File: src/rtl/ov5640_cfg_pkg.sv
// Shared types and constants for the OV5640 register-configuration sequencer.
// The retry feature in the top level is selected with the CFG_ACK_RETRY_EN macro.
package ov5640_cfg_pkg;

  typedef enum logic [3:0] {
    ST_PWRUP,
    ST_LOAD,
    ST_ARM,
    ST_RUN,
    ST_CHECK,
    ST_GAP,
    ST_SWWAIT,
    ST_DONE,
    ST_ERR
  } cfg_state_e;

  typedef struct packed {
    logic [15:0] addr;
    logic [7:0]  data;
  } cfg_entry_t;

  typedef struct packed {
    cfg_state_e  state;
    logic        last_ack;
    logic [7:0]  retry;
    logic [7:0]  retry_max;
  } cfg_dbg_t;

  localparam int         CFG_ENTRY_NUM = 3;
  localparam logic [15:0] SWRST_ADDR   = 16'h3008;
  localparam logic [7:0]  SWRST_DATA   = 8'h82;

  function automatic logic [31:0] pack_word(input logic [7:0] slave, input cfg_entry_t e);
    return {slave, e.addr, e.data};
  endfunction

endpackage

File: src/rtl/ov5640_cfg_rom.sv
// Combinational register table: index -> {addr, data}, plus a last-entry flag.
// Entry 0 must stay the soft reset; the sequencer waits after it.
module ov5640_cfg_rom
  import ov5640_cfg_pkg::*;
(
  input  logic [7:0] index_i,
  output cfg_entry_t entry_o,
  output logic       last_o
);

  always_comb begin
    entry_o = '0;
    case (index_i)
      8'd0:    entry_o = '{addr: SWRST_ADDR, data: SWRST_DATA};
      8'd1:    entry_o = '{addr: 16'h3103,   data: 8'h03};
      8'd2:    entry_o = '{addr: 16'h3008,   data: 8'h02};
      default: entry_o = '0;
    endcase
  end

  assign last_o = (index_i == 8'(CFG_ENTRY_NUM - 1));

endmodule

File: src/rtl/ov5640_reg_cfg.sv
// OV5640 register-configuration sequencer feeding the camera I2C write engine.
// Define CFG_ACK_RETRY_EN to retry NACKed/timed-out entries up to MAX_RETRY times.
module ov5640_reg_cfg
  import ov5640_cfg_pkg::*;
#(
  parameter logic [7:0] SLAVE_ADDR        = 8'h78,
  parameter int         PWRUP_CYCLES      = 480000,
  parameter int         SWRST_WAIT_CYCLES = 120000,
  parameter int         GAP_CYCLES        = 16,
  parameter int         TIMEOUT_CYCLES    = 65535,
  parameter int         MAX_RETRY         = 3,
  parameter int         CNT_W             = 20
) (
  input  logic        camera_clk_i,
  input  logic        iic_rstn_i,
  input  logic        cfg_restart_i,
  output logic [31:0] iic_data_o,
  output logic        iic_start_o,
  input  logic        iic_end_i,
  input  logic        iic_ack_i,
  output logic [7:0]  cfg_index_o,
  output logic        cfg_busy_o,
  output logic        cfg_done_o,
  output logic        cfg_err_o,
  output cfg_dbg_t    cfg_dbg_o
);

  // Engine handshake: iic_start_o is a level held high for the whole transfer.
  // iic_end_i stays high from the previous transfer until the engine restarts,
  // so a transfer completes only on end low (ARM) followed by end high (RUN).
  cfg_state_e       state_q, state_d;
  logic [CNT_W-1:0] cnt_q, cnt_d;
  logic [7:0]       idx_q, idx_d;
  logic [31:0]      data_q, data_d;
  logic             ack_q, ack_d;
  logic             tmo_q, tmo_d;
  logic             fail;
  cfg_entry_t       rom_entry;
  logic             rom_last;

  ov5640_cfg_rom u_rom (
    .index_i (idx_q),
    .entry_o (rom_entry),
    .last_o  (rom_last)
  );

`ifdef CFG_ACK_RETRY_EN
  logic [7:0] retry_q, retry_d;
  assign fail = tmo_q | ack_q;
`else
  assign fail = tmo_q;
`endif

  always_ff @(posedge camera_clk_i or negedge iic_rstn_i) begin
    if (!iic_rstn_i) begin
      state_q <= ST_PWRUP;
      cnt_q   <= '0;
      idx_q   <= '0;
      data_q  <= '0;
      ack_q   <= 1'b0;
      tmo_q   <= 1'b0;
`ifdef CFG_ACK_RETRY_EN
      retry_q <= '0;
`endif
    end else begin
      state_q <= state_d;
      cnt_q   <= cnt_d;
      idx_q   <= idx_d;
      data_q  <= data_d;
      ack_q   <= ack_d;
      tmo_q   <= tmo_d;
`ifdef CFG_ACK_RETRY_EN
      retry_q <= retry_d;
`endif
    end
  end

  always_comb begin
    state_d = state_q;
    cnt_d   = cnt_q + 1'b1;
    idx_d   = idx_q;
    data_d  = data_q;
    ack_d   = ack_q;
    tmo_d   = tmo_q;
`ifdef CFG_ACK_RETRY_EN
    retry_d = retry_q;
`endif
    case (state_q)
      ST_PWRUP: begin
        if (cnt_q == CNT_W'(PWRUP_CYCLES - 1)) begin
          state_d = ST_LOAD;
          cnt_d   = '0;
        end
      end
      ST_LOAD: begin
        data_d  = pack_word(SLAVE_ADDR, rom_entry);
        tmo_d   = 1'b0;
        cnt_d   = '0;
        state_d = ST_ARM;
      end
      ST_ARM: begin
        if (cnt_q == CNT_W'(TIMEOUT_CYCLES - 1)) begin
          tmo_d   = 1'b1;
          state_d = ST_CHECK;
        end else if (!iic_end_i) begin
          state_d = ST_RUN;
        end
      end
      ST_RUN: begin
        if (iic_end_i) begin
          ack_d   = iic_ack_i;
          state_d = ST_CHECK;
        end else if (cnt_q == CNT_W'(TIMEOUT_CYCLES - 1)) begin
          tmo_d   = 1'b1;
          state_d = ST_CHECK;
        end
      end
      ST_CHECK: begin
        cnt_d = '0;
        if (fail) begin
`ifdef CFG_ACK_RETRY_EN
          if (retry_q < 8'(MAX_RETRY)) begin
            retry_d = retry_q + 8'd1;
            state_d = ST_GAP;
          end else begin
            state_d = ST_ERR;
          end
`else
          state_d = ST_ERR;
`endif
        end else begin
`ifdef CFG_ACK_RETRY_EN
          retry_d = '0;
`endif
          if (rom_last) begin
            state_d = ST_DONE;
          end else if (idx_q == 8'd0) begin
            state_d = ST_SWWAIT;
          end else begin
            idx_d   = idx_q + 8'd1;
            state_d = ST_GAP;
          end
        end
      end
      ST_GAP: begin
        if (cnt_q == CNT_W'(GAP_CYCLES - 1)) begin
          cnt_d   = '0;
          state_d = ST_LOAD;
        end
      end
      ST_SWWAIT: begin
        if (cnt_q == CNT_W'(SWRST_WAIT_CYCLES - 1)) begin
          cnt_d   = '0;
          idx_d   = idx_q + 8'd1;
          state_d = ST_LOAD;
        end
      end
      ST_DONE, ST_ERR: begin
        cnt_d = cnt_q;
        if (cfg_restart_i) begin
          idx_d   = '0;
          cnt_d   = '0;
`ifdef CFG_ACK_RETRY_EN
          retry_d = '0;
`endif
          state_d = ST_GAP;
        end
      end
      default: state_d = ST_PWRUP;
    endcase
  end

  // Outputs decode the state register so an async reset drops start at once.
  assign iic_start_o = (state_q == ST_ARM) || (state_q == ST_RUN);
  assign iic_data_o  = data_q;
  assign cfg_index_o = idx_q;
  assign cfg_done_o  = (state_q == ST_DONE);
  assign cfg_err_o   = (state_q == ST_ERR);
  assign cfg_busy_o  = !(cfg_done_o || cfg_err_o);

  assign cfg_dbg_o.state     = state_q;
  assign cfg_dbg_o.last_ack  = ack_q;
  assign cfg_dbg_o.retry_max = 8'(MAX_RETRY);
`ifdef CFG_ACK_RETRY_EN
  assign cfg_dbg_o.retry     = retry_q;
`else
  assign cfg_dbg_o.retry     = 8'd0;
`endif

endmodule

File: config.mk
export PLATFORM = sky130hd
export DESIGN_NAME = ov5640_reg_cfg
export DESIGN_NICKNAME = d
export VERILOG_FILES = /design/src/rtl/ov5640_cfg_pkg.sv /design/src/rtl/ov5640_cfg_rom.sv /design/src/rtl/ov5640_reg_cfg.sv
export SDC_FILE = /design/constraint.sdc
export NUM_CORES = 1
export LEC_CHECK = 0
export CAP_MARGIN = 20
export CELL_PAD_IN_SITES_DETAIL_PLACEMENT = 1
export CELL_PAD_IN_SITES_GLOBAL_PLACEMENT = 2
export CORE_ASPECT_RATIO = 1.1
export CORE_MARGIN = 4
export CORE_UTILIZATION = 26
export DETAILED_ROUTE_END_ITERATION = 16
export PLACE_DENSITY_LB_ADDON = 0.05
export SKIP_CTS_REPAIR_TIMING = 1
export SLEW_MARGIN = 20
export SYNTH_ARGS = -nofsm -noshare
export SYNTH_HDL_FRONTEND = slang
export SYNTH_SLANG_ARGS = --single-unit
File: constraint.sdc
create_clock -name camera_clk_i -period 2.3 [get_ports camera_clk_i]
set_input_delay 0.69 -clock camera_clk_i [delete_from_list [all_inputs] [get_ports camera_clk_i]]
set_output_delay 0.69 -clock camera_clk_i [all_outputs]
set_load 0.02 [all_outputs]
# == Yosys cells after proc, flatten, opt, wreduce, memory -nomap -nowiden ==
# Index checks and enable logic that the tools add are counted.
# Widths: inputs -> output; s select.
# op_classes
n_addsub,2
eq_ne,24
n_mux,27
reduce_logical,13
# ops
operator,n
$pmux 20 s5,1
$mux 20,4
$pmux 22 s3,1
$mux 8,5
$mux 4,9
$pmux 4 s8,1
$pmux 8 s3,1
$add 20x1->20 const B,1
$eq 20x16->1 const B,1
$eq 20x17->1 const B,1
$eq 20x19->1 const B,1
$eq 20x4->1 const B,1
$eq 4x3->1 const B,4
$ne 2x2->1 const B,8
$reduce_and 6->1,2
$add 8x1->8 const B,1
$eq 4x2->1 const B,2
$eq 8x1->1 const B,1
$eq 8x2->1 const B,1
$logic_not 8->1,1
$ne 3x3->1 const B,2
$reduce_bool 3->1,2
$eq 4x1->1 const B,1
$eq 4x4->1 const B,1
other kinds (8),13
# totals
register_bits,59
inputBits,5
output_inout_bits,65
word_cells,72

# == Longest topological paths before layout ==
# Gate-level depths: netlist (run 1).
# logic_depth
word_depth,5
ltp_mapped,8
depth_no_buf,7

# == Cells and area by module ==
# A second synthesis (run 1) with hierarchy kept.
# hier_totals
cells_unflattened,341
hier_area_um2,3415.8
# modules_own_cells
mod,n_inst,cells_each,area_each_um2
ov5640_reg_cfg,1,312,3200.6
ov5640_cfg_rom,1,29,215.2

# == Worst setup path before layout (run 1) ==
# OpenSTA, ideal clock, no wires.
# synth_timing
path_type,register -> output
start,register state_q[0]
end,output port cfg_busy_o
arrival_ps,2327
required_time_ps,1610
slack_ps,-717
path_stages_with_launch,6
path_buffers,2
path_cell_list,dfrtp_1 -> clkbuf_1 -> nor4b_1 -> or2_2 -> clkbuf_1 -> inv_1
# synth_via
elab_chain_len,3
elab_cells_between_ends,4
cone_classes,2 x eq/ne; 2 x reduce/logical
# synth_lines
element,line,text
start: declaration,ov5640_reg_cfg.sv:31,"cfg_state_e state_q, state_d;"
start signal: assignment,ov5640_reg_cfg.sv:66,state_q <= state_d;
$eq 4x4->1,ov5640_reg_cfg.sv:178,assign cfg_err_o = (state_q == ST_ERR);
via cfg_err_o,ov5640_reg_cfg.sv:24,"output logic cfg_err_o,"
$logic_or 1x1->1,ov5640_reg_cfg.sv:179,assign cfg_busy_o = !(cfg_done_o || cfg_err_o);
$logic_not 1->1,ov5640_reg_cfg.sv:179,
end: declaration,ov5640_reg_cfg.sv:22,"output logic cfg_busy_o,"
# The timed path passes the listed nets, and every way through them passes these cells.

# == Final worst setup path (run 1) ==
# layout_timing
start,register cnt_q[17]
end,register state_q[0]
# layout_via
elab_chain_len,3
elab_cells_between_ends,12
cone_classes,9 x eq/ne; 2 x mux; 1 x reduce/logical
# layout_lines
element,line,text
start: declaration,ov5640_reg_cfg.sv:32,"logic [CNT_W-1:0] cnt_q, cnt_d;"
start signal: assignment,ov5640_reg_cfg.sv:67,cnt_q <= cnt_d;
"$eq 20x16->1, or another cell as far along","ov5640_reg_cfg.sv:102, ov5640_reg_cfg.sv:113",
"$ne 3x3->1 (no source line), or another cell as far along",n/a,
$reduce_and 6->1 (no source line) or $pmux 4 s8 (tied branches),n/a,
# Parallel ways exist; a longest one is shown, timed or not.
# A chain may end at the register's enable or synchronous reset.

==> results of run 1 <==
[final cells by class]
type | instances | share of cell area, %
repair buffers | 103 | 23.7
inverters | 10 | 0.981
multi-input cells | 243 | 41.0
flip-flops and latches | 39 | 25.6
well taps | 143 | 4.68
clock buffers | 8 | 4.09
[report_power, final]
| group | switching, mW | leakage, nW | total (mW) | internal, mW |
|---|---|---|---|---|
| Sequential | 0 | 0.451 | 0.686 | 0.686 |
| Clock | 0.267 | 0.0772 | 0.729 | 0.462 |
| Combinational | 0.0692 | 1.11 | 0.0793 | 0.0101 |
| Total | 0.337 | 1.64 | 1.49 | 1.16 |
[critical path: cells and delay by family (launching register included)]
family | cells | cell delay, ns
and+or+nand+nor | 3 | 1.39
DFF | 1 | 0.38
muxes | 1 | 0.31
AOI/OAI and AO/OA | 1 | 0.14
[per-stage QoR]
stage,worst slack (ns),hold WS [ns],instances
floorplan,-0.0309,0.394,352
global placement,-0.254,0.463,535
detailed placement,-0.306,0.475,535
CTS,-0.435,0.382,543
global route,-0.107,0.396,546
finish,-0.0246,0.367,546
[registers in the layout (all words and copies together), names as in the netlist]
| signal | count |
|---|---|
| cnt_q | 20 |
| cfg_index_o | 8 |
| iic_data_o | 5 |
| state_q | 4 |
| ack_q | 1 |
| fail | 1 |
[placed cells by master (no fill, tap or decap), types with 3 or more instances in the layout]
master,n
a21oi_1,4
or4_1,3
nor2_1,32
conb_1,35
o31ai_2,4
nor4_1,13
clkbuf_16,6
o211ai_1,3
nor4b_1,3
xnor2_1,17
nand3_1,14
dfrtp_1,37
a31oi_1,5
o21ai_0,12
and3_1,3
buf_12,3
nand2_1,22
clkdlybuf4s50_1,29
nor3_1,9
nand4_1,3
ha_1,5
o31ai_1,6
buf_4,64
inv_1,8
nand2b_1,3
[cells by family (layout without fill, tap and decap cells)]
family,after synthesis,after routing,synth area share [%]
xor+xnor,19,19,6.06
simple gates,131,131,26.2
fa+ha+maj,6,6,2.73
buf+inv,70,121,15.8
flops,39,39,35.5
mux,4,4,1.69
compound gates,48,48,11.8
other cells,2,35,0.273
[Yosys cell counts (3+ instances only)]
| cell | n | area (µm²) |
|---|---|---|
| a21oi_1 | 4 | 20.0 |
| a31oi_1 | 5 | 31.3 |
| and3_1 | 3 | 18.8 |
| buf_2 | 4 | 20.0 |
| buf_4 | 44 | 330 |
| clkbuf_1 | 11 | 41.3 |
| dfrtp_1 | 39 | 976 |
| ha_1 | 6 | 75.1 |
| inv_1 | 10 | 37.5 |
| nand2_1 | 22 | 82.6 |
| nand2b_1 | 3 | 18.8 |
| nand3_1 | 15 | 75.1 |
| nand4_1 | 3 | 18.8 |
| nor2_1 | 32 | 120 |
| nor3_1 | 9 | 45.0 |
| nor4_1 | 15 | 93.8 |
| nor4b_1 | 4 | 35.0 |
| o211ai_1 | 3 | 22.5 |
| o21ai_0 | 14 | 70.1 |
| o311ai_0 | 3 | 26.3 |
| o31ai_1 | 11 | 82.6 |
| or3b_2 | 3 | 26.3 |
| or4_1 | 3 | 22.5 |
| xnor2_1 | 17 | 149 |
[per-layer routing]
| metal | track usage [%] | share of wire, % |
|---|---|---|
| met3 | 2.23 | 2.7 |
| met1 | 16.1 | 43 |
| met5 | 0 | 0 |
| met4 | 2.68 | 0.40 |
| met2 | 26.0 | 54 |
[path summary, 6_finish.rpt]
check | from | endpoint | cells after the start
setup / recovery | cnt_q[17]$_DFFE_PN0N_ | state_q[0]$_DFFE_PN0P_ | 5
hold / removal | iic_rstn_i | cfg_index_o[6]$_DFFE_PN0P_ | 1
setup reg to reg | cnt_q[17]$_DFFE_PN0N_ | state_q[0]$_DFFE_PN0P_ | 5
hold reg to reg | iic_data_o[7]$_DFFE_PN0P_ | iic_data_o[7]$_DFFE_PN0P_ | 2
max in group asynchronous | iic_rstn_i | cnt_q[10]$_DFFE_PN0N_ | 2
min in group camera_clk_i | iic_data_o[7]$_DFFE_PN0P_ | iic_data_o[7]$_DFFE_PN0P_ | 2
==> flow_summary.toml, run 1 <==
[yosys]
synth_area_per_cell_um2 = 8.61
postSynthCellCount = 319
synth_seq_cells = 39
ys_seq_area_share_pct = 35.5
yosys_warnings = 0
synth_edf_count = 0
syn_area_mm2 = 0.00275
yosys.cell_types.count = 49
async_reset_ff_share_pct = 100
synth_flop_cell = "dfrtp_1"

[critical_path]
r2r_setup_slack_ns = -0.02
path_max_fanout = 4
endpoint_kind = "flop"
cpPeakStageDelay_ns = 0.53
cp-start-kind = "flop"
critical_path_required_ns = 2.47
worstSetupPathType = "flop to flop"
cp_slowest_cell = "or4b_4"
path_cells = "or3_4 > or4_4 > o211ai_2 > or4b_4 > mux2_4"
crit_arrival_ns = 2.49

[route]
drtPass1Iterations = 3
drc = 0
initialDrtViolationCount = 48
wire_per_inst_um = 15.3
vias = 2471
vias_per_cell = 4.53
wl_um = 8340
ant_nets = 0

[final_layout]
drive_above_1_share_pct = 27.5
n_antenna_cell = 0
synthToLayoutAreaGrowth_pct = 39.3
final_area_mm2 = 0.00383
num-nets-final = 413
seqCellArea_um2 = 978
fillers = 1247
multi_input_area_mm2 = 0.00157
fin_util_pct = 37.0

[clock_network]
cts_made_buffers = 5
cts_max_level = 2
clk_latency_ns = 0.28
cts_tree = "done"
cts_buffer_depth = 2
root_buffer = "clkbuf_16"
clkSinkCount = 39
cts.reportedPaths.clkPinSlew_ns = 0.06

[sta]
slew_headroom_pct = 58.9
clock.fmax_mhz = 430
fin_setup_tns_ns = -0.0246
period_share_pct = 101
layout_min_cycle_time_ns = 2.32
hold_viol_final = 0
setup_violations = 1
worst_slack_ns = -0.0246
tightest_slew_ns = 0.610
clock_skew_ns = 0.00534
rsz0062_at_grt = "yes"
slew_violations = 0

[grt]
antenna_found_initial = 0
gr-total-overflow = 0
grt_max_degree = 23
grt_pass1_wl_um = 13400
grt_usage_pct = 13.6
grt_pass1_vias = 2548

[power]
powerDensity_mw_per_mm2 = 391
p_leak_nw = 1.64
fin_total_pwr_mw = 1.49
vdd_drop_max_mv = 0.304

[status]
violations = "setup timing"
status = "complete, but fails checks"

[placed_design]
numPortBuffers = 34
hpwl_um = 6460
gp_congestion = 0.764
dpl_cell_area_mm2 = 0.00354

[hold_path]
hp-class = "primary input to async pin"

[floorplanning]
core-area_mm2 = 0.0103
num_rows = 39
io_pins = 70
die_w_um = 106
initial_core_util_pct = 26.5
dieArea_mm2 = 0.0123
fp.dieH_um = 116

[run]
cap_violations = 0
No activity file was read; power rests on OpenSTA's default activity.
==> run 2: changes to the inputs <==
CORE_MARGIN = 2   (was 4)
GPL_TIMING_DRIVEN = 0   (was unset)
==> run 2 against run 1 <==
  * The flow still finishes with violations (setup timing)
  * Worst hold slack gained 0.014 ns
  * Core utilization shrank 1.6 points
  * Sequential share of layout area grew 1.1 points
  * Critical path depth is the same
  * Final cell count shrank 0.73%
  * Sequential power is essentially flat
  * Via count shrank 2.0%
  * Clock skew shrank 0.0014 ns
  * Non-clock buffer count shrank 4
  * Wire length shrank 8.3%
  * Maximum frequency shrank 11%
==> flow_summary.toml, run 2 (synthesis results as in run 1) <==
[floorplanning]
die_w_um = 102
num_rows = 39
initial_core_util_pct = 26.5
io_pins = 70
dieArea_mm2 = 0.0114
core-area_mm2 = 0.0103
fp.dieH_um = 112

[clock_network]
root_buffer = "clkbuf_16"
cts_max_level = 2
cts.reportedPaths.clkPinSlew_ns = 0.06
clk_latency_ns = 0.28
clkSinkCount = 39
cts_tree = "done"
cts_buffer_depth = 2
cts_made_buffers = 5

[critical_path]
cp-start-kind = "flop"
endpoint_kind = "flop"
path_cells = "or3_4 > or4_4 > o211ai_2 > or4b_4 > mux2_4"
reg2regPathDepth = 5
cp_slowest_cell = "or4_4"
worstSetupPathType = "flop to flop"
critical_path_required_ns = 2.46
r2r-start = "cnt_q[17]$_DFFE_PN0N_"
r2r-end = "state_q[0]$_DFFE_PN0P_"
crit_arrival_ns = 2.76
path_max_fanout = 4
cpPeakStageDelay_ns = 0.56
r2r_setup_slack_ns = -0.30

[final_layout]
largest_reg_flops = 20
drive_above_1_share_pct = 22.1
num-nets-final = 409
fin_util_pct = 35.4
synthToLayoutAreaGrowth_pct = 33.3
layout.cells.non_filler = 542
final_cell_mix = "buf_4, dfrtp_1, conb_1"
largest-register = "cnt_q"
final_area_mm2 = 0.00366
n_antenna_cell = 0
layout_commonest_cell = "buf_4"
fillers = 1230

[route]
wl_um = 7640
wire_per_inst_um = 14.1
drc = 0
vias_per_cell = 4.47
drtPass1Iterations = 4
initialDrtViolationCount = 25
vias = 2422
ant_nets = 0

[power]
powerDensity_mw_per_mm2 = 422
p_leak_nw = 1.61
vdd_drop_max_mv = 0.259

[sta]
clock.fmax_mhz = 385
tightest_slew_ns = 0.645
slew_headroom_pct = 56.6
slew_violations = 0
whs_ns = 0.380
rsz0062_at_grt = "yes"
setup_violations = 30
period_share_pct = 113
hold_viol_final = 0
clock_skew_ns = 0.00396
worst_slack_ns = -0.298
layout_min_cycle_time_ns = 2.60

[status]
violations = "setup timing"
status = "complete, but fails checks"

[placed_design]
dpl_cell_area_mm2 = 0.00344
numPortBuffers = 34
gp_congestion = 0.755
pre_cts_slack_ns = -0.613
hpwl_um = 5890
place_inst = 530

[grt]
grt_pass1_vias = 2363
grt_max_degree = 21
grt_usage_pct = 13.8
antenna_found_initial = 0
gr-total-overflow = 0
grt_pass1_wl_um = 12400

[run]
cap_violations = 0

[hold_path]
hp-class = "primary input to async pin"
-- run 2: worst max-delay path by stage --
stage                           start                      to  slack (ns)  cells after the start
2_1_floorplan   cnt_q[14]$_DFFE_PN0N_  state_q[0]$_DFFE_PN0P_       -0.03                      7
4_1_cts        state_q[0]$_DFFE_PN0P_              cfg_busy_o       -0.89                      6
6_report        cnt_q[17]$_DFFE_PN0N_  state_q[0]$_DFFE_PN0P_       -0.30                      5
3_3_place_gp               iic_rstn_i  state_q[3]$_DFFE_PN0P_       -0.78                      1
5_1_grt         cnt_q[17]$_DFFE_PN0N_  state_q[0]$_DFFE_PN0P_       -0.35                      5
3_5_place_dp            cfg_restart_i   cnt_q[12]$_DFFE_PN0N_       -0.61                      8
-- run 2: cell type report --
type,instances,area [µm²],area share [%]
plain buffers,58,395,10.8
well taps,143,179,4.89
inverters,10,37.5,1.03
multi-input cells,243,1500,41.0
clock buffers,8,156,4.27
repair buffers,41,413,11.3
flip-flops and latches,39,977,26.7
-- run 2: power by group --
part | total (mW) | switching (mW) | internal (mW)
sequential | 0.686 | 0 | 0.686
clock | 0.733 | 0.271 | 0.462
combinational | 0.126 | 0.0758 | 0.0500
total | 1.54 | 0.347 | 1.20
-- run 2: metrics by stage --
step	total power, mW	TNS [ns]
2_1_floorplan	0.795	-0.0309
3_3_place_gp	0.819	-35.67
3_5_place_dp	0.824	-12.55
4_1_cts	1.57	-12.56
5_1_grt	1.61	-7.02
6_report	1.54	-4.10
-- run 2: metal layers --
metal	vias up	wire, µm	global-route usage, %
li1	1205	-	-
met1	1179	3430	17.5
met2	33	3970	24.4
met3	5	165	2.20
met4	0	75	3.11
met5	-	0	0
-- run 2: critical path: cells and delay by family (launching register included) --
family / cells / cell delay [ns]
flip-flops: 1 / 0.43
AO/OA/AOI/OAI: 1 / 0.20
AND/OR/NAND/NOR: 3 / 1.53
multiplexers: 1 / 0.32
